## src/rtl/interrupt_timer_if.sv

```systemverilog
// CPU data-bus port of the interrupt timer: address/write strobe/data in, combinational read data out.
interface interrupt_timer_if;
  logic [31:0] addr;
  logic        we;
  logic [31:0] din;
  logic [31:0] dout;

  modport master (output addr, we, din, input dout);
  modport slave  (input addr, we, din, output dout);
endinterface

```

## src/rtl/interrupt_timer.sv

```systemverilog
// Memory-mapped down-counting timer with one-shot / auto-reload modes and a masked interrupt line.
module interrupt_timer (
  input  logic               clk,
  input  logic               reset,
  interrupt_timer_if.slave   bus,
  output logic               irq
);
  typedef enum logic [1:0] {
    S_IDLE = 2'd0,
    S_LOAD = 2'd1,
    S_CNT  = 2'd2,
    S_INT  = 2'd3
  } state_t;

  state_t      state, state_nxt;
  logic [3:0]  ctrl;
  logic [31:0] preset;
  logic [31:0] count, count_nxt;
  logic        irq_flag, flag_nxt;
  logic        en_clr;
  logic [1:0]  sel;
  logic        en;
  logic [1:0]  mode;
  logic        unused_addr;

  assign sel         = bus.addr[3:2];
  assign unused_addr = ^{bus.addr[31:4], bus.addr[1:0]};
  assign en          = ctrl[0];
  assign mode        = ctrl[2:1];
  assign irq         = ctrl[3] & irq_flag;

  always_ff @(posedge clk or posedge reset) begin
    if (reset) state <= S_IDLE;
    else       state <= state_nxt;
  end

  always_comb begin
    state_nxt = state;
    count_nxt = count;
    flag_nxt  = irq_flag;
    en_clr    = 1'b0;
    case (state)
      S_IDLE: begin
        if (en) begin
          flag_nxt  = 1'b0;
          state_nxt = S_LOAD;
        end
      end
      S_LOAD: begin
        count_nxt = preset;
        state_nxt = S_CNT;
      end
      S_CNT: begin
        if (!en) begin
          state_nxt = S_IDLE;
        end else if (count > 32'd1) begin
          count_nxt = count - 32'd1;
        end else begin
          count_nxt = 32'd0;
          state_nxt = S_INT;
        end
      end
      S_INT: begin
        flag_nxt  = 1'b1;
        state_nxt = S_IDLE;
        en_clr    = (mode == 2'd0);
      end
      default: state_nxt = S_IDLE;
    endcase
  end

  // A bus write to CTRL in the INT cycle takes precedence over the one-shot clear of en.
  always_ff @(posedge clk or posedge reset) begin
    if (reset) begin
      ctrl     <= 4'd0;
      preset   <= 32'd0;
      count    <= 32'd0;
      irq_flag <= 1'b0;
    end else begin
      count    <= count_nxt;
      irq_flag <= flag_nxt;
      if (bus.we && sel == 2'd0)  ctrl   <= bus.din[3:0];
      else if (en_clr)            ctrl[0] <= 1'b0;
      if (bus.we && sel == 2'd1)  preset <= bus.din;
    end
  end

  always_comb begin
    bus.dout = 32'd0;
    case (sel)
      2'd0:    bus.dout = {28'd0, ctrl};
      2'd1:    bus.dout = preset;
      2'd2:    bus.dout = count;
      default: bus.dout = 32'd0;
    endcase
  end
endmodule

```

## src/flat_wrapper.sv

```systemverilog
// flat-port wrapper written by rule: the top's interface ports become plain ports
module interrupt_timer_flat 
  (clk, reset, irq, bus_addr, bus_we, bus_din, bus_dout);
  interrupt_timer_if bus_i ();
  input  logic clk;
  input  logic reset;
  output logic irq;
  input wire logic [$bits(bus_i.addr)-1:0] bus_addr;
  input wire logic [$bits(bus_i.we)-1:0] bus_we;
  input wire logic [$bits(bus_i.din)-1:0] bus_din;
  output wire logic [$bits(bus_i.dout)-1:0] bus_dout;
  assign bus_i.addr = bus_addr;
  assign bus_i.we = bus_we;
  assign bus_i.din = bus_din;
  assign bus_dout = bus_i.dout;
  interrupt_timer u_core (.clk(clk), .reset(reset), .bus(bus_i), .irq(irq));
endmodule
```

## config.mk

```make
export PLATFORM = sky130hd
export DESIGN_NAME = interrupt_timer_flat
export DESIGN_NICKNAME = d
export VERILOG_FILES = /design/src/rtl/interrupt_timer_if.sv /design/src/rtl/interrupt_timer.sv /design/src/flat_wrapper.sv
export SDC_FILE = /design/constraint.sdc
export NUM_CORES = 1
export LEC_CHECK = 0
export CAP_MARGIN = 20
export CELL_PAD_IN_SITES_DETAIL_PLACEMENT = 1
export CELL_PAD_IN_SITES_GLOBAL_PLACEMENT = 2
export CORE_UTILIZATION = 30
export CTS_CLUSTER_SIZE = 25
export DETAILED_ROUTE_END_ITERATION = 8
export PLACE_DENSITY_LB_ADDON = 0.1
export RECOVER_POWER = 50
export SLEW_MARGIN = 20
export SYNTH_ARGS = -nofsm -noshare
export SYNTH_HDL_FRONTEND = slang
export SYNTH_SLANG_ARGS = --single-unit
```

## constraint.sdc

```tcl
create_clock -name clk -period 3.6 [get_ports clk]
set_clock_uncertainty 0.05 [all_clocks]
set_input_delay 0.9 -clock clk [delete_from_list [all_inputs] [get_ports clk]]
set_output_delay 0.9 -clock clk [all_outputs]
set_load 0.02 [all_outputs]
```

# Yosys cells after proc, flatten, opt, wreduce, memory -nomap -nowiden
# Index checks and enable logic that the tools add are counted.
# W data, S select, Z words.
# word_totals
register_bits	71
in_bits	67
out_inout_bits	33
# op_classes
addsub	1
n_lt_le_gt_ge	1
eq_ne	8
n_mux	13
n_bitwise	1
n_reduce_logical	11
# ops
operator	n
$pmux W32 S3	1
$mux W32	2
$pmux W32 S2	1
$gt A32 B1 Y1 const B	1
$sub A32 B1 Y32 const B	1
$pmux W2 S4	1
$eq A2 B2 Y1 const B	3
$logic_not A2 Y1	3
$mux W2	3
$reduce_and A2 Y1	3
$reduce_bool A2 Y1	3
$eq A2 B1 Y1 const B	2
$mux W1	4
$ne A2 B1 Y1 const B	2
$ne A3 B3 Y1 const B	1
$logic_and A1 B1 Y1	2
$pmux W1 S2	1
$and A1 B1 Y1	1

# Depth between registers and ports, before layout
# Gate-level depths: netlist of run 1.
# depth
word_depth	4
depth_mapped	9
ltp_nobuf	8

# Least setup slack after synthesis of run 1
# Ideal clock, no wire load.
# synth_timing
kind	input -> output
start	input port bus_addr[3]
end	output port bus_dout[10]
t_arrival_ps	2170
setup_slack_ps	480
stages	5
cell_sequence	clkbuf_1 nor2b_1 clkbuf_1 buf_1 a22o_1
# synth_via
elab_chain_cells	2
# synth_rtl
element	line_no	text
from (decl)	flat_wrapper.sv:8	input wire logic [$bits(bus_i.addr)-1:0] bus_addr;
$eq A2 B2 Y1, or another cell as far along	interrupt_timer.sv:90	case (sel)
$pmux W32 S3 (*)	interrupt_timer.sv:90	
to (decl)	flat_wrapper.sv:11	output wire logic [$bits(bus_i.dout)-1:0] bus_dout;
# Mark *: on every way between the ends. The rest lies on a longest branch, timed or not.

# Final worst setup path of run 1
# layout_timing
start	input port bus_addr[3]
end	output port bus_dout[24]
# Same word-level chain as after synthesis.

==> qor.yml, run 1 <==
timing:
  setup_viol: 0
  post-route-period-util_pct: 98.7
  slew-limit-headroom_pct: -26.8
  finalHoldViolCount: 0
  tightestPinTransition_ns: 1.90
  final.min_clock_period_ns: 3.55
  drv_slew: 72
  fmax_mhz: 282
  finalSetupTns_ns: 0
worst_setup_path:
  cp_top_family: "buffers and inverters"
  criticalPathCategory: "in2out"
  crit_buf_inv: 3
  critPathLaunchType: "input pin"
  cp_common_cell: "clkdlybuf4s50_1"
  slowest_stage: "clkdlybuf4s50_1"
  ff2ff_path_depth: 6
  path_cells: "clkdlybuf4s50_1 -> nor2b_2 -> buf_12 -> a22o_1 -> clkdlybuf4s50_1"
  crit_arrival_ns: 2.60
  rrSetupSlack_ns: 0.52
  cp_max_fo: 28
  worstReg2RegEnd: "u_core.count[7]$_DFFE_PP0P_"
  max_stage_delay_ns: 0.59
  r2r_start: "u_core.count[20]$_DFFE_PP0P_"
  cp.required_ns: 2.65
  setup.worst_path.end_class: "primary output"
cells_and_area:
  nNetsFinal: 526
  antennaDiodeCount: 0
  area_growth_pct: 32.4
  fillCellCount: 1469
  layout-drive-gt1-share_pct: 15.8
floorplan:
  die_area_mm2: 0.0136
  initial_core_util_pct: 31.1
  io_pins: 100
  dieWidth_um: 117
  die_height_um: 117
  core_area_mm2: 0.0127
  std_cell_rows: 41
global_routing:
  grt_pass1_vias: 3679
  grt_usage_pct: 19.9
  grt_first_pass_wirelength_um: 20000
  antenna_found_initial: 0
  overflow: 0
  grt_max_degree: 72
yosys:
  postSynth.asyncResetShare_pct: 100
  yosys.area.top_type: "dfrtp_1"
  synth_fp_nets: 458
  syn_inst: 389
  yosysWarnings: 0
  synth.distinct_cells: 50
  yosys-top-cells-area: "dfrtp_1 45%, mux2_2 10%, a22o_1 6.4%, o311ai_0 2.7%, a21oi_1 2.5%"
  synth-edff-count: 0
  synthesis.area_mm2: 0.00396
  ys.flop_type: "dfrtp_1"
  syn_area_per_cell_um2: 10.2
  synth-seq-cells: 71
  yosysSeqAreaShare_pct: 44.9
  synth_top_area_share_pct: 44.9
clock_tree:
  clock_path_buffers: 2
  cts_hold_buf: 0
  tritoncts.num_buffers: 9
  clk_pin_slew_ns: 0.06
  root_buffer: "clkbuf_16"
  clk_latency_ns: 0.35
  cts.htree.levels: 3
  cts_setup_buffers: 0
  cts_tree: "built"
  cts_sinks: 71
route:
  vias: 3465
  wl_per_cell_um: 19.4
  drc: 0
  ant_nets: 0
  drt_iter0_markers: 114
  routed_wl_um: 12300
  drt-pass1-iter-count: 4
  viasPerCell: 5.47
placement:
  gp_congestion: 0.769
  port-buffer-count: 69
  dpl.hpwl_um: 8100
power_and_ir_drop:
  power_mw: 3.73
  power_density_mw_per_mm2: 713
  p_leak_nw: 2.47
  ir_drop_mv: 0.237
job:
  maxCapViolCount: 1
status:
  failed_checks: "capacitance limit, slew limit"
  status: "complete, but fails checks"
worst_hold_path:
  hold_class: "reg2reg"
  whs_endpoint: "u_core.irq_flag$_DFFE_PP0P_"
  worstHoldStart: "u_core.irq_flag$_DFFE_PP0P_"
  whs_path_depth: 2
## final cells by class
type                    count  area [um2]  area share, %
well taps                 172         215           4.11
flip-flops and latches     71        1780           33.9
inverters                   6        22.5          0.430
multi-input cells         284        2030           38.8
clock buffers              13         280           5.35
clock inverters             3        15.0          0.287
repair buffers             85         893           17.1
## routing by layer
layer / vias to the layer above / track usage (%) / share of wire, % / routed length [um]
met5: - / 0 / 0 / 0
met1: 1749 / 25.3 / 46 / 5700
met4: 0 / 7.09 / 1.5 / 181
met3: 10 / 4.58 / 3.5 / 425
met2: 59 / 33.1 / 49 / 5980
li1: 1647 / - / - / -
## synth_stat cells, types with 7 or more instances
| cell | instances |
|---|---|
| nor2_1 | 20 |
| o21ai_0 | 18 |
| nand3_1 | 13 |
| nor3_1 | 8 |
| a21oi_1 | 20 |
| dfrtp_1 | 71 |
| or3_1 | 8 |
| mux2_2 | 35 |
| and3_1 | 8 |
| or4_1 | 7 |
| a22o_1 | 29 |
| o211ai_1 | 7 |
| clkbuf_1 | 18 |
| o22ai_1 | 7 |
| o311ai_0 | 12 |
| nor4_1 | 10 |
| nand2_1 | 24 |
## stage by stage
step | area, um2 | utilization (%) | hold WS (ns) | setup WS, ns | cells
detailed placement | 4890 | 38.5 | 0.445 | -0.00275 | 618
global route | 5240 | 41.1 | 0.506 | -0.00377 | 634
floorplan | 3960 | - | 0.404 | 0.480 | 389
finish | 5240 | 41.1 | 0.459 | 0.0477 | 634
global placement | 4890 | 38.5 | 0.451 | 0.0151 | 618
CTS | 5190 | 40.8 | 0.468 | 0.00111 | 634
## registers in the layout, summed over array words and instances, names as in the netlist
name and count:
u_core.irq_flag 1, u_core.count 32, u_core.ctrl 4, u_core.state 2, u_core.preset 32
## kinds of logic after synthesis
family	after synthesis	synth area share [%]
AOI/OAI and AO/OA	121	22.6
adders and majority gates	2	0.633
buffers and inverters	34	3.83
DFF	71	44.9
muxes	40	11.2
and+or+nand+nor	121	16.8
## worst max path at each step
stage	depth (start not counted)	to	slack [ns]	start
global route	6	bus_dout[24]	-0.004	bus_addr[2]
finish	5	bus_dout[24]	0.05	bus_addr[3]
global placement	5	bus_dout[13]	0.02	bus_addr[3]
detailed placement	5	bus_dout[14]	-0.003	bus_addr[3]
CTS	5	bus_dout[14]	0.001	bus_addr[3]
floorplan	5	bus_dout[10]	0.48	bus_addr[3]
## worst min-delay path: stages (launching register included)
cell	delay, ns
dfrtp_1	0.34
a21oi_1	0.05
nor2_1	0.08
## cells in the final DEF (no fill, tap or decap), types with 3 or more instances in the layout
master           netlist  routed
or3_1                  8       8
or4_1                  7       7
nor2_1                20      20
o21ai_0               18      18
nand3_1               13      13
o31ai_1                3       3
clkinv_2               0       3
o311ai_0              12      12
nor4_1                10      10
nand2b_1               5       5
buf_4                  2      10
and3_1                 8       8
dlymetal6s2s_1         0      29
a22oi_1                6       6
clkdlybuf4s50_1        0      36
mux2_2                35      35
nor2b_1                5       3
nor3b_1                3       3
nor3_1                 8       8
a22o_1                29      29
mux2i_1                5       5
o22ai_1                7       7
nand2_1               24      24
o211ai_1               7       7
inv_1                  6       5
a221o_1                3       3
clkbuf_16              0       9
dfrtp_1               71      71
a21oi_1               20      20
clkbuf_8               0       4
## repair_timing
| item | CTS | global route |
|---|---|---|
| gates cloned | 0 | 0 |
| endpoints found under the hold margin | 0 | 0 |
| resized for setup | 2 | 29 |
| endpoints found under the setup margin | 2 | 29 |
## power by group
group | internal, mW | switching (mW) | total [mW]
Sequential | 1.07 | 0.372 | 1.45
Clock | 0.538 | 0.350 | 0.888
Combinational | 0.630 | 0.770 | 1.40
Total | 2.24 | 1.49 | 3.73
No activity file was read; power rests on OpenSTA's default activity.
==> inputs of run 2 (changes only) <==
--- a/config.mk
+++ b/config.mk
@@ -12,7 +12,7 @@
 export CTS_CLUSTER_SIZE = 25
 export DETAILED_ROUTE_END_ITERATION = 8
 export PLACE_DENSITY_LB_ADDON = 0.1
-export RECOVER_POWER = 50
+export RECOVER_POWER = 25
 export SLEW_MARGIN = 20
 export SYNTH_ARGS = -nofsm -noshare
 export SYNTH_HDL_FRONTEND = slang
==> constraint.sdc (replaced) <==
create_clock -name clk -period 3.7 [get_ports clk]
set_clock_uncertainty 0.05 [all_clocks]
set_input_delay 0.925 -clock clk [delete_from_list [all_inputs] [get_ports clk]]
set_output_delay 0.925 -clock clk [all_outputs]
set_load 0.02 [all_outputs]
==> run 2 against run 1 <==
  * The run now ends clean
  * Core utilization decreased by 0.75 points
  * Clock power shrank 13%
  * Sequential share of layout area is 0.63 points higher
  * Critical endpoint is now bus_dout[14]
==> qor.yml, run 2 (synthesized netlist as in run 1, its figures left out) <==
status:
  status: "complete, no violations"  # was complete, but fails checks
timing:
  holdWs_ns: 0.460  # was 0.459 ns
  post-route-period-util_pct: 98.0
  drv_slew: 0  # was 72
  tightestPinTransition_ns: 1.26  # was 1.90 ns
  slew-limit-headroom_pct: 16.2  # was -26.8%
  final.min_clock_period_ns: 3.62
  rsz0062_at_grt: "false"
  finalSetupTns_ns: 0  # unchanged
  finalHoldViolCount: 0  # unchanged
  fmax_mhz: 276
  setup_viol: 0  # unchanged
worst_setup_path:
  setup.worst_path.end_class: "primary output"  # unchanged
  path_cells: "clkdlybuf4s50_1 -> nor2b_2 -> buf_12 -> a22o_1 -> clkdlybuf4s50_1"  # unchanged
  crit_buf_inv: 3  # unchanged
  cp_max_fo: 28  # unchanged
  cp.required_ns: 2.72  # was 2.65 ns
  criticalPathCategory: "in2out"  # unchanged
  slowest_stage: "clkdlybuf4s50_1"  # unchanged
  cp_top_family: "buffers and inverters"  # unchanged
  crit_arrival_ns: 2.65  # was 2.60 ns
  max_stage_delay_ns: 0.61  # was 0.59 ns
  critPathLaunchType: "input pin"  # unchanged
  cp_common_cell: "clkdlybuf4s50_1"  # unchanged
route:
  drc: 0  # unchanged
  vias: 3491  # was 3,465
  ant_nets: 0  # unchanged
  routed_wl_um: 12400  # was 12,300 um
  drt-pass1-iter-count: 4  # unchanged
  viasPerCell: 5.52  # was 5.47
  wl_per_cell_um: 19.6  # was 19.4 um
  drt_iter0_markers: 168  # was 114
placement:
  gp_congestion: 0.775  # was 0.769
  dpl.hpwl_um: 8370  # was 8100 um
  port-buffer-count: 69  # unchanged
clock_tree:
  tritoncts.num_buffers: 9  # unchanged
  cts_sinks: 71  # unchanged
  cts.htree.levels: 3  # unchanged
  clk_pin_slew_ns: 0.06  # about the same
  cts_tree: "built"  # unchanged
  root_buffer: "clkbuf_16"  # unchanged
  clock_path_buffers: 2  # unchanged
  clk_latency_ns: 0.34  # was 0.35 ns
power_and_ir_drop:
  ir_drop_mv: 0.237  # about the same
  power_density_mw_per_mm2: 694  # was 713 mW/mm2
  p_leak_nw: 2.07  # was 2.47 nW
cells_and_area:
  area_growth_pct: 30.0  # was 32.4%
  layout-drive-gt1-share_pct: 15.2  # was 15.8%
  final_cell_mix: "71 x dfrtp_1, 64 x clkdlybuf4s50_1, 35 x mux2_2"  # was 71 x dfrtp_1, 36 x clkdlybuf4s50_1, 35 x mux2_2
  antennaDiodeCount: 0  # unchanged
  layout_commonest_cell: "dfrtp_1"  # unchanged
  top_regs: "u_core.count (32), u_core.preset (32), u_core.ctrl (4)"  # unchanged
  nNetsFinal: 527  # was 526
global_routing:
  overflow: 0  # unchanged
  grt_usage_pct: 19.8  # was 19.9%
  use_met2_pct: 34.1  # was 33.1%
  grt_first_pass_wirelength_um: 20100  # was 20,000 um
  antenna_found_initial: 0  # unchanged
  grt_max_degree: 41  # was 72
  busiest_layer: "met2"  # unchanged
  grt_util_met1_pct: 24.9  # was 25.3%
  grtUsageMet3_pct: 4.17  # was 4.58%
  grt_pass1_vias: 3690  # was 3,679
floorplan:
  initial_core_util_pct: 31.1  # unchanged
  std_cell_rows: 41  # unchanged
  io_pins: 100  # unchanged
  die_height_um: 117  # unchanged
  dieWidth_um: 117  # unchanged
  die_area_mm2: 0.0136  # unchanged
  core_area_mm2: 0.0127  # unchanged
worst_hold_path:
  hold_class: "reg2reg"  # unchanged
job:
  maxCapViolCount: 0  # was 1
run 2: worst paths after layout:
kind                                                    from                            end  slack, ns  cells after the start
worst min register to register   u_core.irq_flag$_DFFE_PP0P_    u_core.irq_flag$_DFFE_PP0P_       0.46                      2
max in group asynchronous                              reset  u_core.preset[23]$_DFFE_PP0P_       0.58                      3
worst max-delay path                             bus_addr[3]                   bus_dout[14]       0.08                      5
worst max register to register  u_core.count[20]$_DFFE_PP0P_    u_core.count[7]$_DFFE_PP0P_       0.66                      6
min in group asynchronous                              reset   u_core.preset[5]$_DFFE_PP0P_       1.33                      2
worst min-delay path             u_core.irq_flag$_DFFE_PP0P_    u_core.irq_flag$_DFFE_PP0P_       0.46                      2
run 2: layout make-up:
cell class / instances / area, um2
flip-flops and latches: 71 / 1780
clock inverters: 2 / 10.0
clock buffers: 12 / 236
inverters: 6 / 22.5
repair buffers: 86 / 847
fillers: 1465 / 7580
multi-input cells: 284 / 2030
well taps: 172 / 215
run 2: power by group:
part	switching, mW	total [mW]	internal [mW]
sequential	0.367	1.41	1.04
clock	0.331	0.775	0.445
combinational	0.751	1.38	0.629
total	1.45	3.57	2.12
run 2: metal layers:
layer	vias up	part of all wire, %
li1	1643	-
met1	1785	46
met2	54	50
met3	9	3.5
met4	0	1.0
met5	-	0
run 2: repair_timing:
item                                    4_1_cts  5_1_grt
hold endpoints to repair                      0        0
hold buffers                                  0        0
gates resized for setup                       0        4
endpoints found under the setup margin        0        4
setup buffers                                 0        0
run 2: worst min-delay path: stages (launching register included):
cell and delay (ns):
dfrtp_1 0.35, a21oi_1 0.05, nor2_1 0.08
run 2: through the flow:
step | power, mW | util (%) | instance area, um2 | instances | setup slack [ns]
floorplan | 2.26 | - | 3960 | 389 | 0.530
global placement | 2.78 | 38.5 | 4900 | 619 | 0.0584
detailed placement | 2.82 | 38.5 | 4900 | 619 | 0.0612
CTS | 3.62 | 40.5 | 5150 | 633 | 0.0555
global route | 3.83 | 40.4 | 5140 | 633 | 0.00369
finish | 3.57 | 40.4 | 5140 | 633 | 0.0752
